File: src/rtl/key_event_queue.sv
// Key event queue: turns per-key press/release pulses plus hold-to-repeat into a
// serialised stream of {key, type} events behind a 4-deep first-word-fall-through FIFO.
module key_event_queue #(
  parameter logic [23:0] REPEAT_DELAY  = 24'd12_500_000,
  parameter logic [23:0] REPEAT_PERIOD = 24'd5_000_000
) (
  input  logic       clk,
  input  logic       reset,
  input  logic [3:0] key_state,
  input  logic [3:0] key_pressed,
  input  logic [3:0] key_released,
  input  logic       event_ready,
  output logic       event_valid,
  output logic [1:0] event_key,
  output logic [1:0] event_type,
  output logic [2:0] fifo_count,
  output logic       overflow
);

  localparam logic [1:0] TypePress   = 2'b01;
  localparam logic [1:0] TypeRelease = 2'b10;
  localparam logic [1:0] TypeRepeat  = 2'b11;

  // Pending event flags per key
  logic [3:0] p_q, p_d, r_q, r_d, t_q, t_d;
  logic       overflow_q, overflow_d;

  // Repeat generator state
  logic [23:0] cnt_q [4];
  logic [23:0] cnt_d [4];
  logic [3:0]  phase_q, phase_d;
  logic [3:0]  rpt_set;

  // Selector results
  logic       sel_valid;
  logic [1:0] sel_key;
  logic [1:0] sel_type;
  logic [3:0] sel_onehot;
  logic [3:0] clr_p, clr_r, clr_t;
  logic       wr_en, rd_en;

  // FIFO storage
  logic [3:0] mem_q [4];
  logic [1:0] wr_ptr_q, rd_ptr_q;
  logic [2:0] count_q;

  // Repeat counters: a press pulse restarts the delay phase, a released key idles
  always_comb begin
    rpt_set = '0;
    phase_d = phase_q;
    for (int k = 0; k < 4; k++) begin
      cnt_d[k] = cnt_q[k];
      if (key_pressed[k]) begin
        cnt_d[k]   = '0;
        phase_d[k] = 1'b0;
      end else if (!key_state[k]) begin
        cnt_d[k]   = '0;
        phase_d[k] = 1'b0;
      end else if (!phase_q[k]) begin
        if (cnt_q[k] == REPEAT_DELAY - 24'd1) begin
          rpt_set[k] = 1'b1;
          cnt_d[k]   = '0;
          phase_d[k] = 1'b1;
        end else begin
          cnt_d[k] = cnt_q[k] + 24'd1;
        end
      end else begin
        if (cnt_q[k] == REPEAT_PERIOD - 24'd1) begin
          rpt_set[k] = 1'b1;
          cnt_d[k]   = '0;
        end else begin
          cnt_d[k] = cnt_q[k] + 24'd1;
        end
      end
    end
  end

  // Pick lowest-index key with work pending; press beats release beats repeat
  always_comb begin
    sel_valid = 1'b0;
    sel_key   = 2'd0;
    sel_type  = 2'b00;
    // Descending scan so the lowest index is the last assignment and wins
    for (int k = 3; k >= 0; k--) begin
      if (p_q[k] || r_q[k] || t_q[k]) begin
        sel_valid = 1'b1;
        sel_key   = k[1:0];
        if (p_q[k])      sel_type = TypePress;
        else if (r_q[k]) sel_type = TypeRelease;
        else             sel_type = TypeRepeat;
      end
    end
    wr_en      = sel_valid && (count_q < 3'd4);
    sel_onehot = 4'b0001 << sel_key;
    clr_p      = (wr_en && sel_type == TypePress)   ? sel_onehot : 4'b0000;
    clr_r      = (wr_en && sel_type == TypeRelease) ? sel_onehot : 4'b0000;
    clr_t      = (wr_en && sel_type == TypeRepeat)  ? sel_onehot : 4'b0000;
  end

  // Flag update: new pulses override a same-cycle clear; release kills any pending repeat
  always_comb begin
    p_d        = (p_q & ~clr_p) | key_pressed;
    r_d        = (r_q & ~clr_r) | key_released;
    t_d        = ((t_q & ~clr_t) | rpt_set) & ~key_released;
    overflow_d = overflow_q
               | (|(key_pressed & p_q & ~clr_p))
               | (|(key_released & r_q & ~clr_r));
  end

  assign rd_en = event_valid && event_ready;

  // Flags, repeat generators, pointers and sticky overflow
  always_ff @(posedge clk) begin
    if (reset) begin
      p_q        <= '0;
      r_q        <= '0;
      t_q        <= '0;
      overflow_q <= 1'b0;
      phase_q    <= '0;
      wr_ptr_q   <= '0;
      rd_ptr_q   <= '0;
      count_q    <= '0;
      for (int k = 0; k < 4; k++) cnt_q[k] <= '0;
    end else begin
      p_q        <= p_d;
      r_q        <= r_d;
      t_q        <= t_d;
      overflow_q <= overflow_d;
      phase_q    <= phase_d;
      for (int k = 0; k < 4; k++) cnt_q[k] <= cnt_d[k];
      if (wr_en) wr_ptr_q <= wr_ptr_q + 2'd1;
      if (rd_en) rd_ptr_q <= rd_ptr_q + 2'd1;
      count_q <= count_q + {2'b00, wr_en} - {2'b00, rd_en};
    end
  end

  // FIFO payload; contents are only observed while valid, so no reset needed
  always_ff @(posedge clk) begin
    if (wr_en) mem_q[wr_ptr_q] <= {sel_key, sel_type};
  end

  assign event_valid = (count_q != 3'd0);
  assign event_key   = event_valid ? mem_q[rd_ptr_q][3:2] : 2'b00;
  assign event_type  = event_valid ? mem_q[rd_ptr_q][1:0] : 2'b00;
  assign fifo_count  = count_q;
  assign overflow    = overflow_q;

endmodule

File: config.mk
export PLATFORM = sky130hd
export DESIGN_NAME = key_event_queue
export DESIGN_NICKNAME = d
export VERILOG_FILES = /design/src/rtl/key_event_queue.sv
export SDC_FILE = /design/constraint.sdc
export NUM_CORES = 1
export LEC_CHECK = 0
export BUFFER_PORTS_ARGS = -buffer_cell sky130_fd_sc_hd__buf_2
export CORE_AREA = 4 4 94 140
export DETAILED_ROUTE_END_ITERATION = 12
export DIE_AREA = 0 0 98 144
export HOLD_SLACK_MARGIN = 0.06
export PLACE_DENSITY_LB_ADDON = 0.08
export SYNTH_ARGS = -nofsm -noshare
export SYNTH_HDL_FRONTEND = slang
export SYNTH_SLANG_ARGS = --single-unit
File: constraint.sdc
create_clock -name clk -period 3 [get_ports clk]
set_clock_uncertainty 0.15 [all_clocks]
set_input_delay 0.15 -clock clk [delete_from_list [all_inputs] [get_ports clk]]
set_output_delay 0.15 -clock clk [all_outputs]
set_load 0.1 [all_outputs]
==> metrics.csv, run 1 <==
stage;metric;value;unit
grt;Congestion Overflow GR;0;
cells_and_area;layout cells sized above 1;10.7;%
synth;Yosys cell types;57;
pwr;Leak;2.52;nW
cells_and_area;fin nets;781;
timing;Hold Violations, Final;0;
timing;final worst path period share;92.7;%
timing;slew margin rel.;63.7;%
cts;total clock sinks;138;
worst_hold_path;hold wc startpoint;cnt_q[3][0]$_SDFF_PP0_;
grt;first-pass GRT wire length;23.4;mm
synth;most frequent cell after synthesis;nor2_1;
synth;leading post-synthesis cells by instance count;140 x nor2_1, 122 x dfxtp_1, 50 x xnor2_1;
setup_path;worst r2r dst;t_q[1]$_SDFF_PP0_;
detailed_routing;Iter 0 DRT Violations;209;
synth;leading area contributor after synthesis;dfxtp_1;
cts;Clock Latency Late Sink;0.41;ns
timing;Max Transition Viols Final;0;
pwr;VDD IR max;0.000387;V
setup_path;CP required;3.15;ns
setup_path;worst setup path category;reg -> reg;
grt;vias in the first global route;5048;
setup_path;Worst R2R Path Depth;8;
detailed_routing;post-DR vias/cell;5.53;
worst_hold_path;Worst Hold Depth;1;
cts;Inserted Clock Buffers;17;
timing;minimum clock period;2.78;ns
synth;synth top area cells;dfxtp_1 38%, nor2_1 8.2%, edfxtp_1 7.5%, xnor2_1 6.8%, xor2_1 5.9%;
cells_and_area;post-route cell area;7500;sq um
cells_and_area;Fill cells;1044;
timing;Total Neg Setup Slack;0;ns
floorplanning;DIE HEIGHT;144;um
cts;Root Driver;clkbuf_16;
grt;antenna violations before repair;0;
setup_path;crit path max fanout;8;
detailed_routing;DRC violations left;0;
floorplanning;Ports;24;
cts;CTS tree;done;
cells_and_area;P&R area growth vs syn;17.2;%
timing;Fmax;359;MHz
worst_hold_path;hold endpoint;cnt_q[3][0]$_SDFF_PP0_;
floorplanning;num rows;49;
setup_path;CP Capture Type;register;
floorplanning;Die Wd;98;um
detailed_routing;remaining antenna violation count after routing;0;
setup_path;startpoint types;register;
synth;ys async rst share;0;%
detailed_routing;vias;5093;
cells_and_area;antenna diode instance count;0;
synth;Yosys warning total;0;
timing;worst slew pin tran;0.543;ns
placement;Final HPWL DP;9.53;mm
synth;post-synthesis sequential area ratio;45.7;%
floorplanning;full die area;14100;sq um
setup_path;R2R Path Start;t_q[1]$_SDFF_PP0_;
pwr;power density cells;713;nW/um^2
synth;number of synthesized flops with an enable pin;16;
detailed_routing;Routed WL per cell;14.5;um
floorplanning;Initial Utilization;53.5;%
synth;post-synthesis cell count;704;
timing;RSZ-0062 raised after global routing;false;
placement;routability cong.;0.868;
grt;largest net degree at the start of global routing;25;
synth;Syn Std Cell Area;6400;sq um
cts;Reg clk slew, reported paths;0.06;ns
worst_hold_path;worst min path class;reg -> reg;
synth;Mapped Nets;730;
status;status;finished clean;
timing;final setup fails;0;
placement;Post-DP Area;6690;sq um
synth;Avg Cell Area, Syn;9.09;sq um
flow_run;max_cap viols;0;
grt;GRT Total Usage;20.2;%
cts;setup bufs post-CTS;0;
synth;Seq cells post-synth;138;
detailed_routing;Detailed Routing Iterations Pass 1;4;
cts;H-Tree Depth;4;
setup_path;R2R Setup Slk;0.22;ns
floorplanning;Core Region;12000;sq um
synth;Synth top area share;38.2;%
setup_path;critical path data arrival time;2.93;ns
detailed_routing;routed wire length;13.3;mm
synth;Synth Flop Type;dfxtp_1;
cts;clk buf depth;2;
placement;port bufs;23;
## worst max-delay path, cell delays in order, from the launching register on
cell and delay [ns]:
dfxtp_1 0.45, nor3_1 0.07, buf_4 0.16, a41oi_2 0.21, buf_4 0.19, or3b_2 0.53
o311ai_2 0.24, o31ai_1 0.10, dlygate4sd3_1 0.56
## final cells by class
cell class | instances | area [sq um] | share of cell area (%)
multi-input combinational | 520 | 3280 | 43.8
sequential | 138 | 2920 | 39.0
clock buffer | 20 | 437 | 5.82
timing repair buffer | 51 | 368 | 4.90
clock inverter | 12 | 198 | 2.64
tap | 153 | 191 | 2.55
inverter | 27 | 101 | 1.35
## layer usage
layer | vias up | wire (um) | GRT usage (%)
met2 | 95 | 7030 | 37.3
met1 | 2421 | 5600 | 23.1
met3 | 19 | 461 | 3.57
li1 | 2558 | - | -
met5 | - | 0 | 0
met4 | 0 | 231 | 7.95
## through the flow
| step | setup WS, ns | hold WS, ns | power (W) | util [%] | cells |
|---|---|---|---|---|---|
| 2_1_floorplan | 0.0905 | 0.0691 | 0.00295 | - | 704 |
| 3_3_place_gp | 0.669 | 0.222 | 0.00312 | 55.9 | 872 |
| 3_5_place_dp | 0.623 | 0.235 | 0.00315 | 55.9 | 872 |
| 4_1_cts | 0.221 | 0.296 | 0.00541 | 62.7 | 921 |
| 5_1_grt | 0.0707 | 0.314 | 0.00557 | 62.7 | 921 |
| 6_report | 0.218 | 0.293 | 0.00535 | 62.7 | 921 |
## registers in the layout, summed over array words and instances (netlist names), named ones only
signal      cells
t_q             4
cnt_q          96
r_q             4
fifo_count      3
wr_ptr_q        2
overflow        1
rd_ptr_q        2
mem_q          16
p_q             4
phase_q         4
## logic make-up after synthesis
family,Yosys count,synth area share [%]
adders and majority gates,11,2.27
buffers and inverters,46,3.25
muxes,4,1.41
AOI/OAI and AO/OA,42,4.42
and+or+nand+nor,370,30.3
DFF,138,45.7
xor gates and xnor gates,93,12.7
## where the power goes
| part | internal, W | total (W) | switching [W] |
|---|---|---|---|
| Clock | 0.00147 | 0.00224 | 0.000766 |
| Sequential | 0.00202 | 0.00211 | 0.0000931 |
| Combinational | 0.000291 | 0.00100 | 0.000710 |
| Total | 0.00378 | 0.00535 | 0.00157 |
## repair_timing
| action | in CTS | in global routing |
|---|---|---|
| endpoints found under the hold margin | 24 | 0 |
| hold buffers | 17 | 0 |
| resized for setup | 0 | 1 |
| setup endpoints to repair | 0 | 1 |
## placed cells by master (no fill, tap or decap), drive strengths merged, types with 17 or more instances in the layout
master,instances
nand3,37
clkbuf,20
and3,18
buf,34
xor2,43
dfxtp,122
nand2,32
dlygate4sd3,17
nand4,32
inv,27
nor2,140
xnor2,50
nor3,24
## how the worst max path moves through the flow
stage,start,endpoint,slack (ns),cells after the start
after global placement,cnt_q[2][6]$_SDFF_PP0_,cnt_q[2][19]$_SDFF_PP0_,0.67,5
after global routing,t_q[1]$_SDFF_PP0_,t_q[1]$_SDFF_PP0_,0.07,8
after detailed placement,cnt_q[2][6]$_SDFF_PP0_,cnt_q[2][2]$_SDFF_PP0_,0.62,5
after CTS,t_q[1]$_SDFF_PP0_,t_q[1]$_SDFF_PP0_,0.22,8
after floorplan,fifo_count[1]$_SDFF_PP0_,fifo_count[2]$_SDFF_PP0_,0.09,8
final,t_q[1]$_SDFF_PP0_,t_q[1]$_SDFF_PP0_,0.22,8
No activity file was read; power rests on OpenSTA's default activity.
==> run 2: changes to the inputs <==
--- a/config.mk
+++ b/config.mk
@@ -7,6 +7,7 @@
 export LEC_CHECK = 0
 export BUFFER_PORTS_ARGS = -buffer_cell sky130_fd_sc_hd__buf_2
 export CORE_AREA = 4 4 94 140
+export CTS_BUF_LIST = sky130_fd_sc_hd__clkbuf_4
 export DETAILED_ROUTE_END_ITERATION = 12
 export DIE_AREA = 0 0 98 144
 export HOLD_SLACK_MARGIN = 0.06
==> run 2 against run 1 <==
Net effect: sequential power hardly changed; critical endpoint is now t_q[2]$_SDFF_PP0_; power shrank 15%; worst setup slack worse by 0.050 ns; clock power decreased by 36%; sequential cell count unchanged.
==> metrics.csv, run 2 (synthesis results as in run 1) <==
stage;metric;value;unit;change
placement;Final HPWL DP;9.53;mm;unchanged
pwr;Int Pwr;0.00308;W;-19%
detailed_routing;Routed WL per cell;14.3;um;-1.2%
cts;H-Tree Depth;4;;unchanged
worst_hold_path;worst min path class;reg -> reg;;
setup_path;Crit-path slowest cell;dlygate4sd3_1;;
setup_path;CP most frequent cell;buf_4;;
grt;vias in the first global route;5038;;-0.20%
detailed_routing;vias;5102;;+0.18%
cells_and_area;fin nets;783;;+0.26%
floorplanning;Core Region;12000;sq um;unchanged
cts;total clock sinks;138;;unchanged
cells_and_area;Fill cells;1089;;+4.3%
pwr;power density cells;626;nW/um^2;-12%
floorplanning;Initial Utilization;53.5;%;unchanged
detailed_routing;remaining antenna violation count after routing;0;;unchanged
placement;port bufs;23;;unchanged
cells_and_area;post-route cell area;7240;sq um;-3.5%
cells_and_area;fin util;60.5;%;-2.2 points
timing;minimum clock period;2.83;ns;+0.0500 ns
placement;routability cong.;0.868;;unchanged
pwr;Sw Pwr;0.00146;W;-7.1%
pwr;clock group share of total power;31.4;%;-10 points
pwr;Leak;2.42;nW;-4.3%
grt;Congestion Overflow GR;0;;unchanged
setup_path;CP Cell Sequence;nor3_1 > buf_4 > a41oi_2 > buf_4 > or3b_2 > o311ai_0 > a21oi_1 > dlygate4sd3_1;;
floorplanning;num rows;49;;unchanged
timing;slew margin rel.;63.7;%;+0.074 points
grt;antenna violations before repair;1;;+1
cells_and_area;commonest cells after routing, fill and taps aside;140 x nor2_1, 120 x dfxtp_1, 50 x xnor2_1, 43 x xor2_1, 37 x nand3_1;;
detailed_routing;routed wire length;13.2;mm;-0.88%
worst_hold_path;Worst Hold Depth;1;;unchanged
floorplanning;Die Wd;98;um;unchanged
floorplanning;DIE HEIGHT;144;um;unchanged
cells_and_area;Largest Register;cnt_q;;
worst_hold_path;hold wc startpoint;cnt_q[3][0]$_SDFF_PP0_;;
cts;Clock Latency Late Sink;0.51;ns;+0.10 ns
flow_run;max_cap viols;0;;unchanged
detailed_routing;Detailed Routing Iterations Pass 1;4;;unchanged
setup_path;R2R Setup Slk;0.17;ns;-0.05 ns
setup_path;Worst R2R Path Depth;8;;unchanged
pwr;VDD IR max;0.000366;V;-5.3%
setup_path;worst setup path category;reg -> reg;;
grt;first-pass GRT wire length;23.2;mm;-0.76%
cells_and_area;layout cells sized above 1;11.2;%;+0.49 points
setup_path;crit path max fanout;8;;unchanged
floorplanning;full die area;14100;sq um;unchanged
floorplanning;Ports;24;;unchanged
pwr;Sw Ratio;32.1;%;+2.8 points
timing;Hold Violations, Final;0;;unchanged
status;status;finished clean;;
detailed_routing;post-DR vias/cell;5.52;;-0.15%
setup_path;CP required;3.25;ns;+0.10 ns
setup_path;slowest cell delay on critical path;0.57;ns;about the same
setup_path;startpoint types;register;;
cts;CTS tree;done;;
setup_path;worst r2r dst;t_q[2]$_SDFF_PP0_;;
timing;final setup fails;0;;unchanged
timing;Total Neg Setup Slack;0;ns;unchanged
cells_and_area;Largest regs;cnt_q (96), mem_q (16);;
timing;Max Transition Viols Final;0;;unchanged
cts;Inserted Clock Buffers;17;;unchanged
cells_and_area;most common cell after layout, fill and taps aside;nor2_1;;
cells_and_area;P&R area growth vs syn;13.1;%;
setup_path;critical path data arrival time;3.09;ns;+0.16 ns
cts;Reg clk slew, reported paths;0.11;ns;+0.05 ns
grt;GRT Total Usage;20.0;%;-0.19 points
cts;setup bufs post-CTS;0;;unchanged
timing;RSZ-0062 raised after global routing;false;;
cells_and_area;max reg flops;96;;unchanged
detailed_routing;Iter 0 DRT Violations;189;;-9.6%
timing;Fmax;353;MHz;-1.8%
worst_hold_path;hold endpoint;cnt_q[3][0]$_SDFF_PP0_;;
pwr;Reg power frac;46.5;%;+7.0 points
pwr;Comb power frac;22.1;%;+3.4 points
setup_path;R2R Path Start;p_q[1]$_SDFF_PP0_;;
setup_path;CP Capture Type;register;;
cts;Root Driver;clkbuf_4;;
placement;Post-DP Area;6690;sq um;unchanged
detailed_routing;DRC violations left;0;;unchanged
grt;largest net degree at the start of global routing;25;;unchanged
timing;worst slew pin tran;0.542;ns;-0.00110 ns
cells_and_area;register area;2930;sq um;about the same
timing;final worst path period share;94.4;%;+1.7 points
cts;clk buf depth;2;;unchanged
cells_and_area;area occupied by multi-input gates;3280;sq um;unchanged
[run 2: metal layers]
| metal | up-vias | global-route usage (%) | share of wire [%] |
|---|---|---|---|
| met5 | - | 0 | 0 |
| met4 | 0 | 6.93 | 1.2 |
| met3 | 10 | 4.58 | 3.3 |
| met2 | 80 | 36.9 | 53 |
| met1 | 2455 | 22.6 | 42 |
| li1 | 2557 | - | - |
[run 2: power by group through the flow]
stage / logic (W) / clock network, W / registers (W)
after global placement: 0.000978 / 0 / 0.00214
after CTS: 0.00101 / 0.00147 / 0.00211
after floorplan: 0.000727 / 0 / 0.00223
after global routing: 0.00108 / 0.00155 / 0.00213
after detailed placement: 0.000990 / 0 / 0.00215
final: 0.00100 / 0.00143 / 0.00211
[run 2: layout make-up]
type | count | share of cell area [%]
Clock inverter | 12 | 2.73
Sequential cell | 138 | 40.4
Antenna cell | 1 | 0.0346
Tap cell | 153 | 2.64
Timing Repair Buffer | 53 | 5.36
Clock buffer | 20 | 2.07
Multi-Input combinational cell | 520 | 45.3
Inverter | 27 | 1.40
[run 2: critical path, delay by kind of cell (launching register included)]
kind / cells / cell delay (ns)
compound gates: 3 / 0.61
flops: 1 / 0.45
buf+inv: 3 / 0.92
simple gates: 2 / 0.61
[run 2: repair_timing]
| action | in CTS | in global routing |
|---|---|---|
| hold buffers | 19 | 0 |
| resized for setup | 0 | 2 |
| setup endpoints to repair | 0 | 1 |
| endpoints found under the hold margin | 30 | 0 |
[run 2: worst max path at each step]
stage | start | to | slack, ns
4_1_cts | t_q[1]$_SDFF_PP0_ | t_q[2]$_SDFF_PP0_ | 0.18
3_5_place_dp | cnt_q[2][6]$_SDFF_PP0_ | cnt_q[2][2]$_SDFF_PP0_ | 0.62
2_1_floorplan | fifo_count[1]$_SDFF_PP0_ | fifo_count[2]$_SDFF_PP0_ | 0.09
3_3_place_gp | cnt_q[2][6]$_SDFF_PP0_ | cnt_q[2][19]$_SDFF_PP0_ | 0.67
6_report | p_q[1]$_SDFF_PP0_ | t_q[2]$_SDFF_PP0_ | 0.17
5_1_grt | p_q[2]$_SDFF_PP0_ | t_q[2]$_SDFF_PP0_ | 0.02
[run 2: stage by stage]
stage | cells | power [W] | hold slack, ns | setup WS [ns]
floorplan | 704 | 0.00295 | 0.0691 | 0.0905
global placement | 872 | 0.00312 | 0.222 | 0.669
detailed placement | 872 | 0.00315 | 0.235 | 0.623
CTS | 923 | 0.00459 | 0.254 | 0.178
global route | 924 | 0.00476 | 0.263 | 0.0212
finish | 924 | 0.00453 | 0.303 | 0.168
